[src/rtl/receiver_word_fifo_if.sv]
`timescale 1ns/1ps
`default_nettype none
// ============================================================================
//  Module      : receiver_word_fifo_if
//  Description : Byte-in / word-out handshake bundle for receiver_word_fifo.
//  Revision    : 1.0 - initial release
// ============================================================================
interface receiver_word_fifo_if #(
    parameter int WORD_BYTES = 4,
    parameter int DEPTH      = 4
) ();
    localparam int W  = 8 * WORD_BYTES;
    localparam int CW = $clog2(DEPTH) + 1;

    logic [7:0]    data;
    logic          valid;
    logic [W-1:0]  out_data;
    logic          out_valid;
    logic          out_ready;
    logic [CW-1:0] count;
    logic          overflow;
    logic          overflow_clr;
    logic          timeout_err;

    // master: byte source and word consumer side
    modport master (
        output data, valid, out_ready, overflow_clr,
        input  out_data, out_valid, count, overflow, timeout_err
    );

    // slave: the FIFO itself
    modport slave (
        input  data, valid, out_ready, overflow_clr,
        output out_data, out_valid, count, overflow, timeout_err
    );
endinterface
`default_nettype wire

[src/rtl/receiver_word_fifo.sv]
`timescale 1ns/1ps
`default_nettype none
// ============================================================================
//  Module      : receiver_word_fifo
//  Description : Packs received bytes into words and queues them in a FIFO
//                with valid/ready output, overflow flag and partial timeout.
//  Revision    : 1.0 - initial release
// ============================================================================
module receiver_word_fifo #(
    parameter int WORD_BYTES = 4,
    parameter int DEPTH      = 4,
    parameter int MSB_FIRST  = 1,
    parameter int TIMEOUT    = 0
) (
    input  wire logic            clk_i,
    input  wire logic            rst_i,
    receiver_word_fifo_if.slave  rx_if
);
    localparam int W  = 8 * WORD_BYTES;
    localparam int AW = $clog2(DEPTH);
    localparam int CW = AW + 1;
    localparam int IW = (WORD_BYTES > 1) ? $clog2(WORD_BYTES) : 1;
    localparam int TW = (TIMEOUT > 0) ? $clog2(TIMEOUT + 1) : 1;

    localparam logic [IW-1:0] LAST_IDX  = IW'(WORD_BYTES - 1);
    localparam logic [CW-1:0] FULL_CNT  = CW'(DEPTH);
    localparam logic [TW-1:0] IDLE_LAST = TW'(TIMEOUT - 1);

    // ------------------------------------------------------------------
    // State
    // ------------------------------------------------------------------
    logic [IW-1:0] idx_q,  idx_d;
    logic [TW-1:0] idle_q, idle_d;
    logic [W-1:0]  asm_q,  asm_d;
    logic [W-1:0]  mem_q [DEPTH];
    logic [AW-1:0] wr_ptr_q, rd_ptr_q;
    logic [CW-1:0] count_q, count_d;
    logic          overflow_q, overflow_d;
    logic          timeout_err_q, timeout_err_d;

    logic [IW-1:0] w_slot;
    logic          w_complete;
    logic          w_full;
    logic          w_nonempty;
    logic          w_pop;
    logic          w_push;
    logic          w_drop;

    // ------------------------------------------------------------------
    // Byte assembly: the incoming byte is merged combinationally so the
    // finished word (final byte included) can be pushed on the same edge.
    // ------------------------------------------------------------------
    assign w_slot = (MSB_FIRST != 0) ? (LAST_IDX - idx_q) : idx_q;

    always_comb begin
        asm_d = asm_q;
        for (int s = 0; s < WORD_BYTES; s++) begin
            if (w_slot == IW'(s)) begin
                asm_d[s*8 +: 8] = rx_if.data;
            end
        end
    end

    always_comb begin
        idx_d         = idx_q;
        idle_d        = idle_q;
        timeout_err_d = 1'b0;
        if (rx_if.valid) begin
            idle_d = '0;
            idx_d  = (idx_q == LAST_IDX) ? '0 : idx_q + IW'(1);
        end else if ((TIMEOUT > 0) && (idx_q != '0)) begin
            // Expiry on the TIMEOUT-th idle cycle; a byte that cycle wins above.
            if (idle_q == IDLE_LAST) begin
                idx_d         = '0;
                idle_d        = '0;
                timeout_err_d = 1'b1;
            end else begin
                idle_d = idle_q + TW'(1);
            end
        end
    end

    // ------------------------------------------------------------------
    // FIFO control
    // ------------------------------------------------------------------
    assign w_complete = rx_if.valid && (idx_q == LAST_IDX);
    assign w_full     = (count_q == FULL_CNT);
    assign w_nonempty = (count_q != '0);
    assign w_pop      = w_nonempty && rx_if.out_ready;
    // A full FIFO still accepts the word when the head leaves this cycle.
    assign w_push     = w_complete && (!w_full || w_pop);
    assign w_drop     = w_complete && w_full && !w_pop;

    always_comb begin
        count_d = count_q;
        case ({w_push, w_pop})
            2'b10:   count_d = count_q + CW'(1);
            2'b01:   count_d = count_q - CW'(1);
            default: count_d = count_q;
        endcase
    end

    assign overflow_d = rx_if.overflow_clr ? 1'b0 : (overflow_q | w_drop);

    // ------------------------------------------------------------------
    // Registers
    // ------------------------------------------------------------------
    always_ff @(posedge clk_i) begin
        if (rst_i) begin
            idx_q         <= '0;
            idle_q        <= '0;
            asm_q         <= '0;
            wr_ptr_q      <= '0;
            rd_ptr_q      <= '0;
            count_q       <= '0;
            overflow_q    <= 1'b0;
            timeout_err_q <= 1'b0;
        end else begin
            idx_q         <= idx_d;
            idle_q        <= idle_d;
            count_q       <= count_d;
            overflow_q    <= overflow_d;
            timeout_err_q <= timeout_err_d;
            if (rx_if.valid) begin
                asm_q <= asm_d;
            end
            if (w_push) begin
                wr_ptr_q <= wr_ptr_q + AW'(1);
            end
            if (w_pop) begin
                rd_ptr_q <= rd_ptr_q + AW'(1);
            end
        end
    end

    always_ff @(posedge clk_i) begin
        if (!rst_i && w_push) begin
            mem_q[wr_ptr_q] <= asm_d;
        end
    end

    // ------------------------------------------------------------------
    // Outputs
    // ------------------------------------------------------------------
    assign rx_if.out_valid   = w_nonempty;
    assign rx_if.out_data    = w_nonempty ? mem_q[rd_ptr_q] : '0;
    assign rx_if.count       = count_q;
    assign rx_if.overflow    = overflow_q;
    assign rx_if.timeout_err = timeout_err_q;

endmodule
`default_nettype wire

[src/flat_wrapper.sv]
// flat-port wrapper written by rule: the top's interface ports become plain ports
module receiver_word_fifo_flat 
#(
    parameter int WORD_BYTES = 4,
    parameter int DEPTH      = 4,
    parameter int MSB_FIRST  = 1,
    parameter int TIMEOUT    = 0
)
  (clk_i, rst_i, rx_if_data, rx_if_valid, rx_if_out_ready, rx_if_overflow_clr, rx_if_out_data, rx_if_out_valid, rx_if_count, rx_if_overflow, rx_if_timeout_err);
  receiver_word_fifo_if #(.WORD_BYTES(WORD_BYTES), .DEPTH(DEPTH)) rx_if_i ();
  input  wire logic clk_i;
  input  wire logic rst_i;
  input wire logic [$bits(rx_if_i.data)-1:0] rx_if_data;
  input wire logic [$bits(rx_if_i.valid)-1:0] rx_if_valid;
  input wire logic [$bits(rx_if_i.out_ready)-1:0] rx_if_out_ready;
  input wire logic [$bits(rx_if_i.overflow_clr)-1:0] rx_if_overflow_clr;
  output wire logic [$bits(rx_if_i.out_data)-1:0] rx_if_out_data;
  output wire logic [$bits(rx_if_i.out_valid)-1:0] rx_if_out_valid;
  output wire logic [$bits(rx_if_i.count)-1:0] rx_if_count;
  output wire logic [$bits(rx_if_i.overflow)-1:0] rx_if_overflow;
  output wire logic [$bits(rx_if_i.timeout_err)-1:0] rx_if_timeout_err;
  assign rx_if_i.data = rx_if_data;
  assign rx_if_i.valid = rx_if_valid;
  assign rx_if_i.out_ready = rx_if_out_ready;
  assign rx_if_i.overflow_clr = rx_if_overflow_clr;
  assign rx_if_out_data = rx_if_i.out_data;
  assign rx_if_out_valid = rx_if_i.out_valid;
  assign rx_if_count = rx_if_i.count;
  assign rx_if_overflow = rx_if_i.overflow;
  assign rx_if_timeout_err = rx_if_i.timeout_err;
  receiver_word_fifo #(.WORD_BYTES(WORD_BYTES), .DEPTH(DEPTH), .MSB_FIRST(MSB_FIRST), .TIMEOUT(TIMEOUT)) u_core (.clk_i(clk_i), .rst_i(rst_i), .rx_if(rx_if_i));
endmodule
[config.mk]
export PLATFORM = sky130hd
export DESIGN_NAME = receiver_word_fifo_flat
export DESIGN_NICKNAME = d
export VERILOG_FILES = /design/src/rtl/receiver_word_fifo_if.sv /design/src/rtl/receiver_word_fifo.sv /design/src/flat_wrapper.sv
export SDC_FILE = /design/constraint.sdc
export NUM_CORES = 1
export LEC_CHECK = 0
export ABC_AREA = 1
export CAP_MARGIN = 20
export CORE_ASPECT_RATIO = 0.6
export CORE_MARGIN = 2
export CORE_UTILIZATION = 45
export DETAILED_ROUTE_END_ITERATION = 12
export PLACE_DENSITY = 0.71
export SLEW_MARGIN = 20
export SYNTH_ARGS = -nofsm -noshare
export SYNTH_HDL_FRONTEND = slang
export SYNTH_SLANG_ARGS = --single-unit
[constraint.sdc]
create_clock -name clk_i -period 7.4 [get_ports clk_i]
set_clock_uncertainty 0.2 [all_clocks]
set_input_delay 1.48 -clock clk_i [delete_from_list [all_inputs] [get_ports clk_i]]
set_output_delay 1.48 -clock clk_i [all_outputs]
set_load 0.01 [all_outputs]
==> key figures <==
Timing
  – RSZ-0062 raised after global routing: false
  – Tmin final: 4.413 ns
  – Peak Freq: 0.2266 GHz
  – Slew Limit Headroom: 25.58%
  – Fin. max-slew vios: 0
  – Final Hold Fails: 0
  – Final period util: 59.63%
  – Slew @ Worst Pin: 1.113 ns
  – Hold Slack: 0.2504 ns
  – Setup violators final: 0
  – Setup TNS: 0 ns
  – Final setup margin: 2.987 ns

CTS
  – Total CTS buffers: 17
  – Clock-pin slew on the worst setup and hold paths: 0.06 ns
  – Setup repair bufs after CTS: 0
  – Post-CTS Hold Fix Bufs: 0
  – CTS tree: yes
  – Post-cts sizing count: 0
  – Clock buffer depth: 2
  – H-tree levels: 4
  – Clock Sinks: 172
  – Clk_lat worst skew: 0.42 ns
  – CTS root buf: clkbuf_16

Synthesis
  – Mapped cell area: 7188 sq um
  – Syn_area_per_cell: 10.20 sq um
  – Cells after synthesis: 705
  – Yosys warns: 0
  – Sequential share of the synthesized area: 65.73%
  – Seq cells post-synth: 172
  – Synth cell types: 22
  – Post-synth net total: 728

Placed design
  – DP Wirelength: 9372 um
  – Gpl congestion: 0.7463
  – Post-Place Cells: 927
  – Area of placed instances: 7766 sq um
  – IO Port Bufs: 49
  – Place WS: 2.746 ns

Final layout
  – Commonest non-fill, non-tap cell in the layout: nor2_1
  – Most frequent cells in the layout: 137 x nor2_1, 128 x edfxtp_1, 111 x o21ai_0
  – Fillers: 1329
  – Register area: 4726 sq um
  – Final Core Density: 53.76%
  – Nets: 766
  – Finished Cell Area: 8334 sq um
  – Area Growth Syn to Fin: 15.94%
  – Non-Filler Instances: 959
  – Antenna cells: 0
  – Fraction of layout cells with a size suffix above 1: 6.085%
  – Multi-input logic area: 1921 sq um

Power and ir drop
  – Pwr/cell area: 284.0 nW/um^2
  – Peak VDD IR: 180.7 uV
  – Pwr Total: 2.367 mW
  – P_leak: 3.073 nW

Global route
  – Congestion Overflow GR: 0
  – Pin count of the biggest net entering global routing: 65
  – First-pass GRT wire length: 25420 um
  – Global Route Usage Sum: 19.50%
  – Vias in the first global route: 4892
  – Initial antenna violation count: 0

Route
  – Residual DRC: 2
  – DRT iter0 DRCs: 434
  – Vias: 4994
  – Initial DRT Pass Iterations: 9
  – Vias/cell: 5.208
  – Routed WL per cell: 16.46 um
  – Final wirelength: 15780 um
  – DRT antenna net count: 0

Outcome
  – Failing checks: design-rule violations
  – Status: finished, violations left

Worst setup path
  – Worst r2r src: u_core.idx_q[0]
  – CP endpoint: rx_if_out_data[16]
  – Crit. End Element: primary output
  – Max FO, Critical Path: 33
  – Reg2Reg Setup Slack: 4.25 ns
  – RR Endpoint: u_core.mem_q[2][12]
  – R2R cell count: 6
  – Worst Path Arrival: 2.73 ns
  – CP required: 5.72 ns
  – Critical path type: flip-flop to primary output
  – CP startpoint kind: flip-flop

Job
  – Max-Cap Viols: 0

Floorplan
  – Die ar.: 17030 sq um
  – Top Ports: 51
  – Starting Density: 46.37%
  – Row count: 35
  – Height of the die: 101.9 um
  – Width of the die: 167.2 um
  – Core Area: 15500 sq um

Worst hold path
  – Min-Delay Path Class: flip-flop to flip-flop
kinds of logic after synthesis:
logic type	count (synthesis)	share of synthesized area, %
buffers and inverters	121	7.694
and+or+nand+nor	198	10.55
DFF	172	65.73
other	1	0.05217
adders and majority gates	10	1.845
AOI/OAI and AO/OA	203	14.13
cell type report:
cell class | count | area share (%)
flip-flops and latches | 172 | 56.70
multi-input cells | 412 | 23.04
repair buffers | 58 | 6.696
clock buffers | 22 | 5.690
inverters | 82 | 3.693
well taps | 203 | 3.048
clock inverters | 10 | 1.126
worst min path at each step:
stage	from	endpoint	cells after the start
3_3_place_gp	u_core.rx_if.overflow	u_core.rx_if.overflow	2
4_1_cts	u_core.asm_q[5]	u_core.asm_q[5]	2
6_report	u_core.asm_q[5]	u_core.asm_q[5]	2
2_1_floorplan	u_core.asm_q[2]	u_core.asm_q[2]	2
3_5_place_dp	u_core.rx_if.overflow	u_core.rx_if.overflow	2
5_1_grt	u_core.asm_q[5]	u_core.asm_q[5]	2
power breakdown:
group / switching (mW) / total (mW) / internal [mW]
combinational: 0.276 / 0.449 / 0.173
clock: 0.353 / 0.842 / 0.490
sequential: 0.0101 / 1.08 / 1.07
total: 0.639 / 2.37 / 1.73
synth_stat cells, drive strengths merged:
cell | n | share of area (%)
nor2 | 141 | 7.4
o21ai | 131 | 9.1
edfxtp | 128 | 53
inv | 82 | 4.3
a21oi | 72 | 5.0
nand2 | 47 | 2.5
dfxtp | 44 | 12
buf | 25 | 2.7
clkbuf | 14 | 0.75
ha | 9 | 1.6
nand3 | 7 | 0.49
conb | 1 | 0.052
fa | 1 | 0.28
nand4 | 1 | 0.087
nor3 | 1 | 0.070
or2 | 1 | 0.087
state kept, by name (all words and copies together) (netlist names), named ones only:
signal / cells
u_core.mem_q: 128
u_core.rx_if.count: 3
u_core.rd_ptr_q: 2
u_core.asm_q: 32
u_core.rx_if.overflow: 1
u_core.idx_q: 2
u_core.wr_ptr_q: 2
worst max-delay path, stage by stage, from the launching register on:
cell and delay, ns:
dfxtp_1 0.31, buf_4 0.37, inv_1 0.26, buf_4 0.31
nor2_1 0.14, o21ai_0 0.10, a21oi_1 0.25, clkdlybuf4s50_1 0.57
layer usage:
| metal | part of all wire (%) | GRT usage [%] | up-vias |
|---|---|---|---|
| met3 | 6.2 | 3.331 | 21 |
| met2 | 46 | 33.04 | 153 |
| met1 | 46 | 26.04 | 2380 |
| met4 | 1.3 | 6.622 | 0 |
| li1 | - | - | 2440 |
| met5 | 0 | 0 | - |
(Power assumes the default switching activity.)
